<file path="src/rtl/digit_serial_adder_pkg.sv">
`default_nettype none
// +------------------------------------------------------------------+
// | digit_serial_adder_pkg : state encoding for digit_serial_adder    |
// | Rev 1.0                                                          |
// +------------------------------------------------------------------+
package digit_serial_adder_pkg;

    localparam logic [1:0] S_IDLE = 2'd0;
    localparam logic [1:0] S_RUN  = 2'd1;
    localparam logic [1:0] S_DONE = 2'd2;

endpackage
`default_nettype wire

</file>
<file path="src/rtl/digit_serial_adder_digit_adder.sv">
`default_nettype none
// +------------------------------------------------------------------+
// | digit_adder : combinational DIGIT-bit ripple adder                |
// | Rev 1.0                                                          |
// +------------------------------------------------------------------+
module digit_adder #(
    parameter int DIGIT = 4
) (
    input  logic [DIGIT-1:0] x,
    input  logic [DIGIT-1:0] y,
    input  logic             ci,
    output logic [DIGIT-1:0] s,
    output logic             co,
    output logic             c_msb_in
);

    always_comb begin
        {co, s}  = {1'b0, x} + {1'b0, y} + {{DIGIT{1'b0}}, ci};
        // The top sum bit is x^y^carry_in, so the carry into it falls out directly.
        c_msb_in = s[DIGIT-1] ^ x[DIGIT-1] ^ y[DIGIT-1];
    end

endmodule
`default_nettype wire

</file>
<file path="src/rtl/digit_serial_adder.sv">
`default_nettype none
// +------------------------------------------------------------------+
// | digit_serial_adder : WIDTH-bit adder, DIGIT bits per clock with   |
// | valid/ready handshakes. Optional DIGIT_SERIAL_ADDER_SUB_EN adds   |
// | the sub port. Rev 1.0                                            |
// +------------------------------------------------------------------+
module digit_serial_adder
    import digit_serial_adder_pkg::*;
#(
    parameter int WIDTH = 16,
    parameter int DIGIT = 4
) (
    input  logic             clk,
    input  logic             rst_n,
    input  logic             in_valid,
    output logic             in_ready,
    input  logic [WIDTH-1:0] a,
    input  logic [WIDTH-1:0] b,
    input  logic             cin,
`ifdef DIGIT_SERIAL_ADDER_SUB_EN
    input  logic             sub,
`endif
    output logic             out_valid,
    input  logic             out_ready,
    output logic [WIDTH-1:0] sum,
    output logic             cout,
    output logic             ovf
);

    localparam int NDIG = WIDTH / DIGIT;
    localparam int CW   = (NDIG > 1) ? $clog2(NDIG) : 1;
    localparam logic [CW-1:0] C_LAST = CW'(NDIG - 1);

    generate
        if ((WIDTH % DIGIT) != 0 || NDIG < 1) begin : g_param_check
            $error("WIDTH must be a non-zero multiple of DIGIT");
        end
    endgenerate

    logic [1:0]       state_q, state_d;
    logic [WIDTH-1:0] a_q, a_d, b_q, b_d, sum_q, sum_d;
    logic [CW-1:0]    cnt_q, cnt_d;
    logic             carry_q, carry_d, cout_q, cout_d, ovf_q, ovf_d;

    logic             w_sub;
    logic [DIGIT-1:0] w_s;
    logic             w_co, w_c_msb;

`ifdef DIGIT_SERIAL_ADDER_SUB_EN
    assign w_sub = sub;
`else
    assign w_sub = 1'b0;
`endif

    digit_adder #(.DIGIT(DIGIT)) u_digit_adder (
        .x        (a_q[DIGIT-1:0]),
        .y        (b_q[DIGIT-1:0]),
        .ci       (carry_q),
        .s        (w_s),
        .co       (w_co),
        .c_msb_in (w_c_msb)
    );

    always_comb begin
        state_d = state_q;
        a_d     = a_q;
        b_d     = b_q;
        sum_d   = sum_q;
        cnt_d   = cnt_q;
        carry_d = carry_q;
        cout_d  = cout_q;
        ovf_d   = ovf_q;
        case (state_q)
            S_IDLE: begin
                if (in_valid) begin
                    // Subtraction is a + ~b + !cin, so invert once at load time.
                    a_d     = a;
                    b_d     = w_sub ? ~b : b;
                    carry_d = cin ^ w_sub;
                    cnt_d   = '0;
                    state_d = S_RUN;
                end
            end
            S_RUN: begin
                a_d     = a_q >> DIGIT;
                b_d     = b_q >> DIGIT;
                sum_d   = (sum_q >> DIGIT) | (WIDTH'(w_s) << (WIDTH - DIGIT));
                carry_d = w_co;
                cnt_d   = cnt_q + 1'b1;
                if (cnt_q == C_LAST) begin
                    cout_d  = w_co;
                    ovf_d   = w_co ^ w_c_msb;
                    state_d = S_DONE;
                end
            end
            S_DONE: begin
                if (out_ready) begin
                    state_d = S_IDLE;
                end
            end
            default: state_d = S_IDLE;
        endcase
    end

    always_ff @(posedge clk or negedge rst_n) begin
        if (!rst_n) begin
            state_q <= S_IDLE;
            a_q     <= '0;
            b_q     <= '0;
            sum_q   <= '0;
            cnt_q   <= '0;
            carry_q <= 1'b0;
            cout_q  <= 1'b0;
            ovf_q   <= 1'b0;
        end else begin
            state_q <= state_d;
            a_q     <= a_d;
            b_q     <= b_d;
            sum_q   <= sum_d;
            cnt_q   <= cnt_d;
            carry_q <= carry_d;
            cout_q  <= cout_d;
            ovf_q   <= ovf_d;
        end
    end

    assign in_ready  = (state_q == S_IDLE);
    assign out_valid = (state_q == S_DONE);
    assign sum       = sum_q;
    assign cout      = cout_q;
    assign ovf       = ovf_q;

endmodule
`default_nettype wire

</file>
<file path="config.mk">
export PLATFORM = sky130hd
export DESIGN_NAME = digit_serial_adder
export DESIGN_NICKNAME = d
export VERILOG_FILES = /design/src/rtl/digit_serial_adder_pkg.sv /design/src/rtl/digit_serial_adder_digit_adder.sv /design/src/rtl/digit_serial_adder.sv
export SDC_FILE = /design/constraint.sdc
export NUM_CORES = 1
export LEC_CHECK = 0
export ABC_CLOCK_PERIOD_IN_PS = 5650
export CELL_PAD_IN_SITES_DETAIL_PLACEMENT = 1
export CELL_PAD_IN_SITES_GLOBAL_PLACEMENT = 2
export CORE_UTILIZATION = 33
export DETAILED_ROUTE_END_ITERATION = 7
export PLACE_DENSITY_LB_ADDON = 0.1
export SYNTH_ARGS = -nofsm -noshare
export SYNTH_HDL_FRONTEND = slang
export SYNTH_HIERARCHICAL = 1
export SYNTH_SLANG_ARGS = --single-unit
</file>
<file path="constraint.sdc">
create_clock -name clk -period 5.65 [get_ports clk]
set_input_delay 1.13 -clock clk [delete_from_list [all_inputs] [get_ports clk]]
set_output_delay 1.13 -clock clk [all_outputs]
set_load 0.005 [all_outputs]
</file>
==> results of run 1 <==
## kinds of logic after synthesis
group,count (synthesis),share of synthesized area
AO/OA/AOI/OAI,75,0.201
AND/OR/NAND/NOR,82,0.139
buffers and inverters,22,0.0498
flip-flops,55,0.542
adder cells (fa/ha/maj),6,0.0355
XOR/XNOR,6,0.0207
multiplexers,2,0.0118
## final cells by class
cell class / count / area share
Inverter: 6 / 0.00692
Clock buffer: 6 / 0.0223
Timing Repair Buffer: 57 / 0.173
Multi-Input combinational cell: 171 / 0.318
Tap cell: 99 / 0.0381
Sequential cell: 55 / 0.423
Clock inverter: 2 / 0.0185
## state kept, by name, summed over array words and instances (netlist names)
| name | cells |
|---|---|
| a_q | 16 |
| b_q | 16 |
| carry_q | 1 |
| cnt_q | 2 |
| cout | 1 |
| ovf | 1 |
| state_q | 2 |
| sum | 16 |
## path summary, 6_finish.rpt
path	from	endpoint	slack (ns)	cells past startpoint
worst max register to register	b_q[0]	ovf	3.46	8
min in group asynchronous	rst_n	sum[3]	0.94	2
worst max-delay path	state_q[1]	out_valid	2.64	3
worst min register to register	sum[2]	sum[2]	0.48	2
max in group asynchronous	rst_n	b_q[8]	4.22	2
worst min-delay path	sum[2]	sum[2]	0.48	2
## power by group through the flow
stage               Sequential (mW)  Clock (mW)  Combinational [mW]
finish                        0.736       0.306               0.966
floorplan                     0.696           0               0.733
global route                  0.768       0.329                1.10
CTS                           0.738       0.320               0.989
global placement              0.743           0               0.949
detailed placement            0.746           0               0.981
## worst min-delay path, cell delays in order, from the launching register on
cell and delay (ns):
dfrtp_1 0.35, nand2_1 0.05, nand2_1 0.05
## layer usage
metal | part of all wire | track usage
met1 | 0.47 | 0.229
met2 | 0.49 | 0.298
met3 | 0.031 | 0.0256
met4 | 0.0052 | 0.0491
met5 | 0 | 0
## cells in the final DEF, fill, tap and decap left out, types with 2 or more instances in the layout
cell             synthesis  final
a21oi_1                 16     16
a21oi_2                  9      9
a22o_1                   7      7
bufinv_16                0      2
clkbuf_8                 0      5
clkdlybuf4s50_1          0     55
dfrtp_1                 55     55
fa_1                     2      2
ha_1                     4      4
inv_1                    4      4
inv_2                    2      2
mux2_4                   2      2
nand2_1                 50     50
nand2_2                  2      2
nand2b_1                 5      5
nand3b_1                 2      2
nor2_1                  18     18
nor2b_1                  2      2
o21ai_0                  5      5
o221a_1                  2      2
o22ai_1                 32     32
xnor2_1                  5      5
## per-stage QoR
step,setup WS (ns),util,std cells,instance area (µm²),power (mW)
2_1_floorplan,3.61,-,248,2540,1.43
3_3_place_gp,2.62,0.426,388,3120,1.69
3_5_place_dp,2.54,0.426,388,3120,1.73
4_1_cts,2.61,0.444,396,3250,2.05
5_1_grt,2.52,0.444,396,3250,2.20
6_report,2.64,0.444,396,3250,2.01
==> flow_metrics.tcl, run 1 <==
set metrics [dict create \
    synth_nets 291 \
    tns_ns 0 \
    cts_setup_buffers 0 \
    ys_ff_latch 55 \
    synth_top_cell_by_area "dfrtp_1" \
    cts_sinks 55 \
    antenna_found_initial 0 \
    clk_path_buf_depth 2 \
    cts-hold-fix-buffers 0 \
    critPathMaxStageDelay_ns 0.55 \
    crit_path_start_kind "flip-flop" \
    tightest_slew_ns 1.12 \
    synth_area_mm2 0.00254 \
    die_h_um 89.7 \
    layout_min_cycle_time_ns 3.01 \
    viasPerCell 4.95 \
    synth_area_leaders "dfrtp_1, o22ai_1, nand2_1, a21oi_1, a21oi_2" \
    hold_class "reg2reg" \
    cts_buffers 5 \
    slowest_stage "dfrtp_1" \
    dr.pass1.iters 4 \
    skew_ns 0.00937 \
    postRouteAntennaNets 0 \
    clk_pin_slew_ns 0.10 \
    peakVddDrop_v 0.000217 \
    dp_hpwl_um 4150 \
    critPathBufInv 2 \
    synth_cells 248 \
    crit_arrival_ns 1.88 \
    wl_um 6140 \
    internal_power_mw 1.23 \
    required_ns 4.52 \
    synth.most_common_cell "dfrtp_1" \
    die_w_um 89.7 \
    drive_gt1_frac 0.0909 \
    grt_max_degree 56 \
    cts-root-buf "clkbuf_8" \
    clk_latency_ns 0.31 \
    finalHoldViolCount 0 \
    maxCapViolCount 0 \
    coreArea_mm2 0.00733 \
    synth_edf_count 0 \
    timing.hold.ws_ns 0.481 \
    crit_chain "inv_2 -> nor2_1 -> clkdlybuf4s50_1" \
    ys_seq_area_frac 0.542 \
    multi_input_area_mm2 0.00103 \
    netlist.area_leader.share 0.542 \
    avgSynthCellArea_um2 10.2 \
    area_growth_pct 28.2 \
    ys_warn_count 6 \
    cts_tree "done" \
    synthFlopType "dfrtp_1" \
    grt_pass1_vias 2109 \
    power_density_mw_per_mm2 617 \
    rsz0062_at_grt "false" \
    die-area_mm2 0.00804 \
    drc 0 \
    portBuffers 56 \
    num_antenna_cells 0 \
    seqCellArea_mm2 0.00138 \
    path_max_fanout 26 \
    slew_viol_final 0 \
    fin_crit_sh 0.533 \
    switching_share 0.389 \
    p_seq_frac 0.367 \
    setup.worst_path.end_class "primary output" \
    setup_violations 0 \
    track_usage 0.174 \
    ios 57 \
    place_congestion 0.645 \
    leakage_nw 1.41 \
    n_fill_cell 811 \
    cp_top_family "buffers and inverters" \
    wl_per_cell_um 15.5 \
    pwr-share-clk 0.152 \
    status "completed" \
    htree_num_levels 2 \
    initial_core_util 0.346 \
    drt_iter0_markers 62 \
    fmax_ghz 0.332 \
    netlist_top_cells_count "dfrtp_1, nand2_1, o22ai_1, nor2_1, a21oi_1" \
    combPwrFrac 0.481 \
    async_flop_share 1.00 \
    nets 339 \
    synthDistinctLibCells 31 \
    num_rows 31 \
    maxSlewHeadroom 0.251 \
    crit_type "reg2out" \
    grt_first_pass_wirelength_um 10600 \
    vias 1961 \
    gr-total-overflow 0 \
    p_switching_uw 781 \
    ctsResizeCount 0 \
]
Power figures use the tool's default switching activity.
==> run 2, diff against run 1 <==
--- a/config.mk
+++ b/config.mk
@@ -5,10 +5,10 @@
 export SDC_FILE = /design/constraint.sdc
 export NUM_CORES = 1
 export LEC_CHECK = 0
-export ABC_CLOCK_PERIOD_IN_PS = 5650
+export ABC_CLOCK_PERIOD_IN_PS = 2500
 export CELL_PAD_IN_SITES_DETAIL_PLACEMENT = 1
 export CELL_PAD_IN_SITES_GLOBAL_PLACEMENT = 2
-export CORE_UTILIZATION = 33
+export CORE_UTILIZATION = 28
 export DETAILED_ROUTE_END_ITERATION = 7
 export PLACE_DENSITY_LB_ADDON = 0.1
 export SYNTH_ARGS = -nofsm -noshare
==> constraint.sdc (replaced) <==
create_clock -name clk -period 2.5 [get_ports clk]
set_input_delay 0.5 -clock clk [delete_from_list [all_inputs] [get_ports clk]]
set_output_delay 0.5 -clock clk [all_outputs]
set_load 0.005 [all_outputs]
==> flow_metrics.tcl, run 2 (synthesis results as in run 1) <==
set metrics [dict create \
    numPlacedInstances 406 \
    die_w_um 97.2 \
    final_cell_mix "dfrtp_1, clkdlybuf4s50_1, nand2_1" \
    placed_area_mm2 0.00321 \
    slew_viol_final 0 \
    critPathBufInv 1 \
    critPathMaxStageDelay_ns 0.54 \
    path_max_fanout 9 \
    skew_ns 0.00558 \
    required_ns 2.00 \
    wl_per_cell_um 15.8 \
    clk_path_buf_depth 2 \
    finalHoldViolCount 0 \
    seqCellArea_mm2 0.00138 \
    postRouteAntennaNets 0 \
    fmax_ghz 0.473 \
    place_congestion 0.732 \
    timing.rr.start "b_q[0]" \
    grt_pass1_vias 2106 \
    layout_min_cycle_time_ns 2.11 \
    num_antenna_cells 0 \
    cts_setup_buffers 0 \
    wl_um 6540 \
    num_rows 34 \
    viasPerCell 4.88 \
    track_usage 0.148 \
    cts-root-buf "clkbuf_8" \
    cts_buffers 5 \
    tns_ns 0 \
    clk_latency_ns 0.31 \
    setup_violations 0 \
    coreArea_mm2 0.00876 \
    die-area_mm2 0.00945 \
    htree_num_levels 2 \
    vias 2014 \
    die_h_um 97.2 \
    peakVddDrop_v 0.000309 \
    reg2regPathDepth 8 \
    crit_type "reg2out" \
    r2r_end "ovf" \
    slowest_stage "dfrtp_1" \
    maxCapViolCount 0 \
    crit_chain "nor2_1 -> clkdlybuf4s50_1" \
    cts_sinks 55 \
    final_area_mm2 0.00330 \
    drc 0 \
    power_density_mw_per_mm2 1340 \
    nets 348 \
    portBuffers 56 \
    startpoint "state_q[0]" \
    cts-hold-fix-buffers 0 \
    leakage_nw 1.44 \
    tightest_slew_ns 0.671 \
    drt_iter0_markers 52 \
    drive_gt1_frac 0.118 \
    cts_tree "done" \
    cp_top_family "flip-flops" \
    setup.worst_path.end_class "primary output" \
    hold_class "in2async" \
    dp_slack_ns 0.411 \
    ctsResizeCount 0 \
    fin_ws_ns 0.387 \
    cp-endpoint "in_ready" \
    post-route-util 0.376 \
    dr.pass1.iters 5 \
    n_fill_cell 994 \
    grt_max_degree 28 \
    crit_path_start_kind "flip-flop" \
    dp_hpwl_um 4610 \
    rsz0062_at_grt "false" \
    crit_arrival_ns 1.61 \
    initial_core_util 0.290 \
    status "completed" \
    layoutNonFillerInstCount 413 \
    multi_input_area_mm2 0.00103 \
    grt_first_pass_wirelength_um 11000 \
    gr-total-overflow 0 \
    antenna_found_initial 0 \
    maxSlewHeadroom 0.553 \
    r2r_slack_ns 0.46 \
    fin_crit_sh 0.845 \
    cp.depth 2 \
    ios 57 \
    area_growth_pct 30.0 \
    clk_pin_slew_ns 0.10 \
]
-- run 2: cell count changes in the layout (fill, tap and decap cells not counted), sizes merged --
cell	change
buf	+9
clkinv	+1
bufinv	-2
-- run 2: power breakdown --
part	internal, mW	leakage [nW]	switching (mW)
Clock	0.219	0.0470	0.295
Sequential	1.32	0.666	0.333
Combinational	1.12	0.725	1.15
Total	2.66	1.44	1.78
-- run 2: metal layers --
| layer | up-vias | track usage | routed length (µm) |
|---|---|---|---|
| li1 | 967 | - | - |
| met1 | 996 | 0.202 | 3150 |
| met2 | 43 | 0.238 | 3090 |
| met3 | 8 | 0.0230 | 208 |
| met4 | 0 | 0.0482 | 96 |
| met5 | - | 0 | 0 |
-- run 2: how the worst min path moves through the flow --
stage | start | end
finish | rst_n | sum[0]
global route | rst_n | sum[0]
CTS | rst_n | sum[0]
detailed placement | sum[2] | sum[2]
global placement | sum[3] | sum[3]
floorplan | rst_n | a_q[0]
-- run 2: metrics by stage --
stage | hold slack (ns) | power, mW
after floorplan | 0.204 | 3.23
after global placement | 0.459 | 3.96
after detailed placement | 0.466 | 4.01
after CTS | 0.229 | 4.54
after global routing | 0.250 | 4.83
final | 0.209 | 4.43
-- run 2: cell type report --
| cell class | instances | share of cell area |
|---|---|---|
| Sequential cell | 55 | 0.417 |
| Clock buffer | 6 | 0.0250 |
| Tap cell | 108 | 0.0410 |
| Clock inverter | 1 | 0.00152 |
| Timing Repair Buffer | 66 | 0.195 |
| Multi-Input combinational cell | 171 | 0.314 |
| Inverter | 6 | 0.00683 |
==> run 3, diff against run 2 <==
--- a/config.mk
+++ b/config.mk
@@ -5,10 +5,10 @@
 export SDC_FILE = /design/constraint.sdc
 export NUM_CORES = 1
 export LEC_CHECK = 0
-export ABC_CLOCK_PERIOD_IN_PS = 2500
+export ABC_CLOCK_PERIOD_IN_PS = 2200
 export CELL_PAD_IN_SITES_DETAIL_PLACEMENT = 1
 export CELL_PAD_IN_SITES_GLOBAL_PLACEMENT = 2
-export CORE_UTILIZATION = 28
+export CORE_UTILIZATION = 31
 export DETAILED_ROUTE_END_ITERATION = 7
 export PLACE_DENSITY_LB_ADDON = 0.1
 export SYNTH_ARGS = -nofsm -noshare
==> constraint.sdc (replaced) <==
create_clock -name clk -period 2.2 [get_ports clk]
set_input_delay 0.44 -clock clk [delete_from_list [all_inputs] [get_ports clk]]
set_output_delay 0.44 -clock clk [all_outputs]
set_load 0.005 [all_outputs]
==> flow_metrics.tcl, run 3 (synthesis results as in run 1) <==
set metrics [dict create \
    grt_first_pass_wirelength_um 10600 \
    track_usage 0.158 \
    dp_hpwl_um 4450 \
    crit_chain "nor2_1 -> clkdlybuf4s50_1" \
    slowest_stage "clkdlybuf4s50_1" \
    status "completed" \
    cts_tree "done" \
    drc 0 \
    setup.worst_path.end_class "primary output" \
    htree_num_levels 2 \
    dr.pass1.iters 4 \
    cts-root-buf "clkbuf_8" \
    hold_class "in2async" \
    final_cell_mix "dfrtp_1, clkdlybuf4s50_1, nand2_1" \
    vias 1997 \
    grt_max_degree 39 \
    cts_setup_buffers 0 \
    clk_pin_slew_ns 0.10 \
    cts-hold-fix-buffers 0 \
    leakage_nw 1.43 \
    fin_crit_sh 0.937 \
    wl_per_cell_um 15.3 \
    coreArea_mm2 0.00781 \
    grt_pass1_vias 2064 \
    die-area_mm2 0.00855 \
    place_congestion 0.716 \
    clk_latency_ns 0.31 \
    tns_ns 0 \
    portBuffers 56 \
    crit_type "reg2out" \
    maxSlewHeadroom 0.548 \
    antenna_found_initial 0 \
    required_ns 1.76 \
    viasPerCell 4.91 \
    initial_core_util 0.325 \
    fmax_ghz 0.485 \
    crit_path_start_kind "flip-flop" \
    slew_viol_final 0 \
    n_fill_cell 901 \
    setup_violations 0 \
    layout_min_cycle_time_ns 2.06 \
    cts_sinks 55 \
    die_w_um 92.5 \
    ios 57 \
    drive_gt1_frac 0.115 \
    drt_iter0_markers 81 \
    power_density_mw_per_mm2 1530 \
    num_rows 32 \
    wl_um 6230 \
    area_growth_pct 29.8 \
    ctsResizeCount 0 \
    skew_ns 0.00643 \
    tightest_slew_ns 0.679 \
    num_antenna_cells 0 \
    clk_path_buf_depth 2 \
    rsz0062_at_grt "false" \
    nets 347 \
    peakVddDrop_v 0.000361 \
    postRouteAntennaNets 0 \
    crit_arrival_ns 1.62 \
    finalHoldViolCount 0 \
    maxCapViolCount 0 \
    path_max_fanout 11 \
    critPathMaxStageDelay_ns 0.54 \
    post-route-util 0.422 \
    cts_buffers 5 \
    die_h_um 92.5 \
    gr-total-overflow 0 \
]
-- run 3: cell types whose count changed in the layout (fill, tap and decap cells not counted) --
cell	delta
clkinvlp_4	+1
buf_4	-2
clkbuf_8	-1
buf_12	+1
clkbuf_1	+1
-- run 3: layout make-up --
cell class | count | area, µm² | share of cell area
Clock buffer | 6 | 72.6 | 0.0220
Sequential cell | 55 | 1380 | 0.418
Multi-Input combinational cell | 171 | 1030 | 0.314
Tap cell | 102 | 128 | 0.0387
Timing Repair Buffer | 65 | 648 | 0.197
Inverter | 6 | 22.5 | 0.00684
Clock inverter | 2 | 12.5 | 0.00380
-- run 3: worst max-delay path: cells and delay by family (launching register included) --
| kind | cells | cell delay (ns) |
|---|---|---|
| flops | 1 | 0.53 |
| simple gates | 1 | 0.24 |
| buf+inv | 1 | 0.54 |
-- run 3: through the flow --
| step | cells | setup slack (ns) | hold WS [ns] | power (mW) | instance area (µm²) |
|---|---|---|---|---|---|
| detailed placement | 399 | 0.183 | 0.413 | 4.58 | 3210 |
| CTS | 407 | 0.116 | 0.0608 | 5.15 | 3290 |
| global route | 407 | 0.0495 | 0.0975 | 5.52 | 3290 |
| floorplan | 248 | 0.321 | 0.144 | 3.67 | 2540 |
| finish | 407 | 0.138 | 0.0603 | 5.04 | 3290 |
| global placement | 399 | 0.235 | 0.413 | 4.51 | 3210 |
-- run 3: final timing paths --
check | startpoint | cells after the start | slack (ns) | endpoint
min reg2reg | sum[0] | 2 | 0.48 | sum[0]
max in group asynchronous | rst_n | 2 | 1.57 | a_q[3]
max reg2reg | b_q[0] | 8 | 0.19 | ovf
min | rst_n | 1 | 0.06 | sum[0]
max | state_q[0] | 2 | 0.14 | in_ready
min in group clk | sum[0] | 2 | 0.48 | sum[0]
-- run 3: report_power, final --
group / total (mW) / switching [mW] / internal, mW / leakage [nW]
Combinational: 2.60 / 1.30 / 1.30 / 0.726
Sequential: 1.88 / 0.377 / 1.50 / 0.666
Clock: 0.566 / 0.342 / 0.224 / 0.0412
-- run 3: metal layers --
layer	up-vias	global-route usage	part of all wire
met5	-	0	0
met4	0	0.0391	0.010
met3	5	0.0345	0.040
met2	45	0.260	0.48
met1	980	0.211	0.47
li1	967	-	-
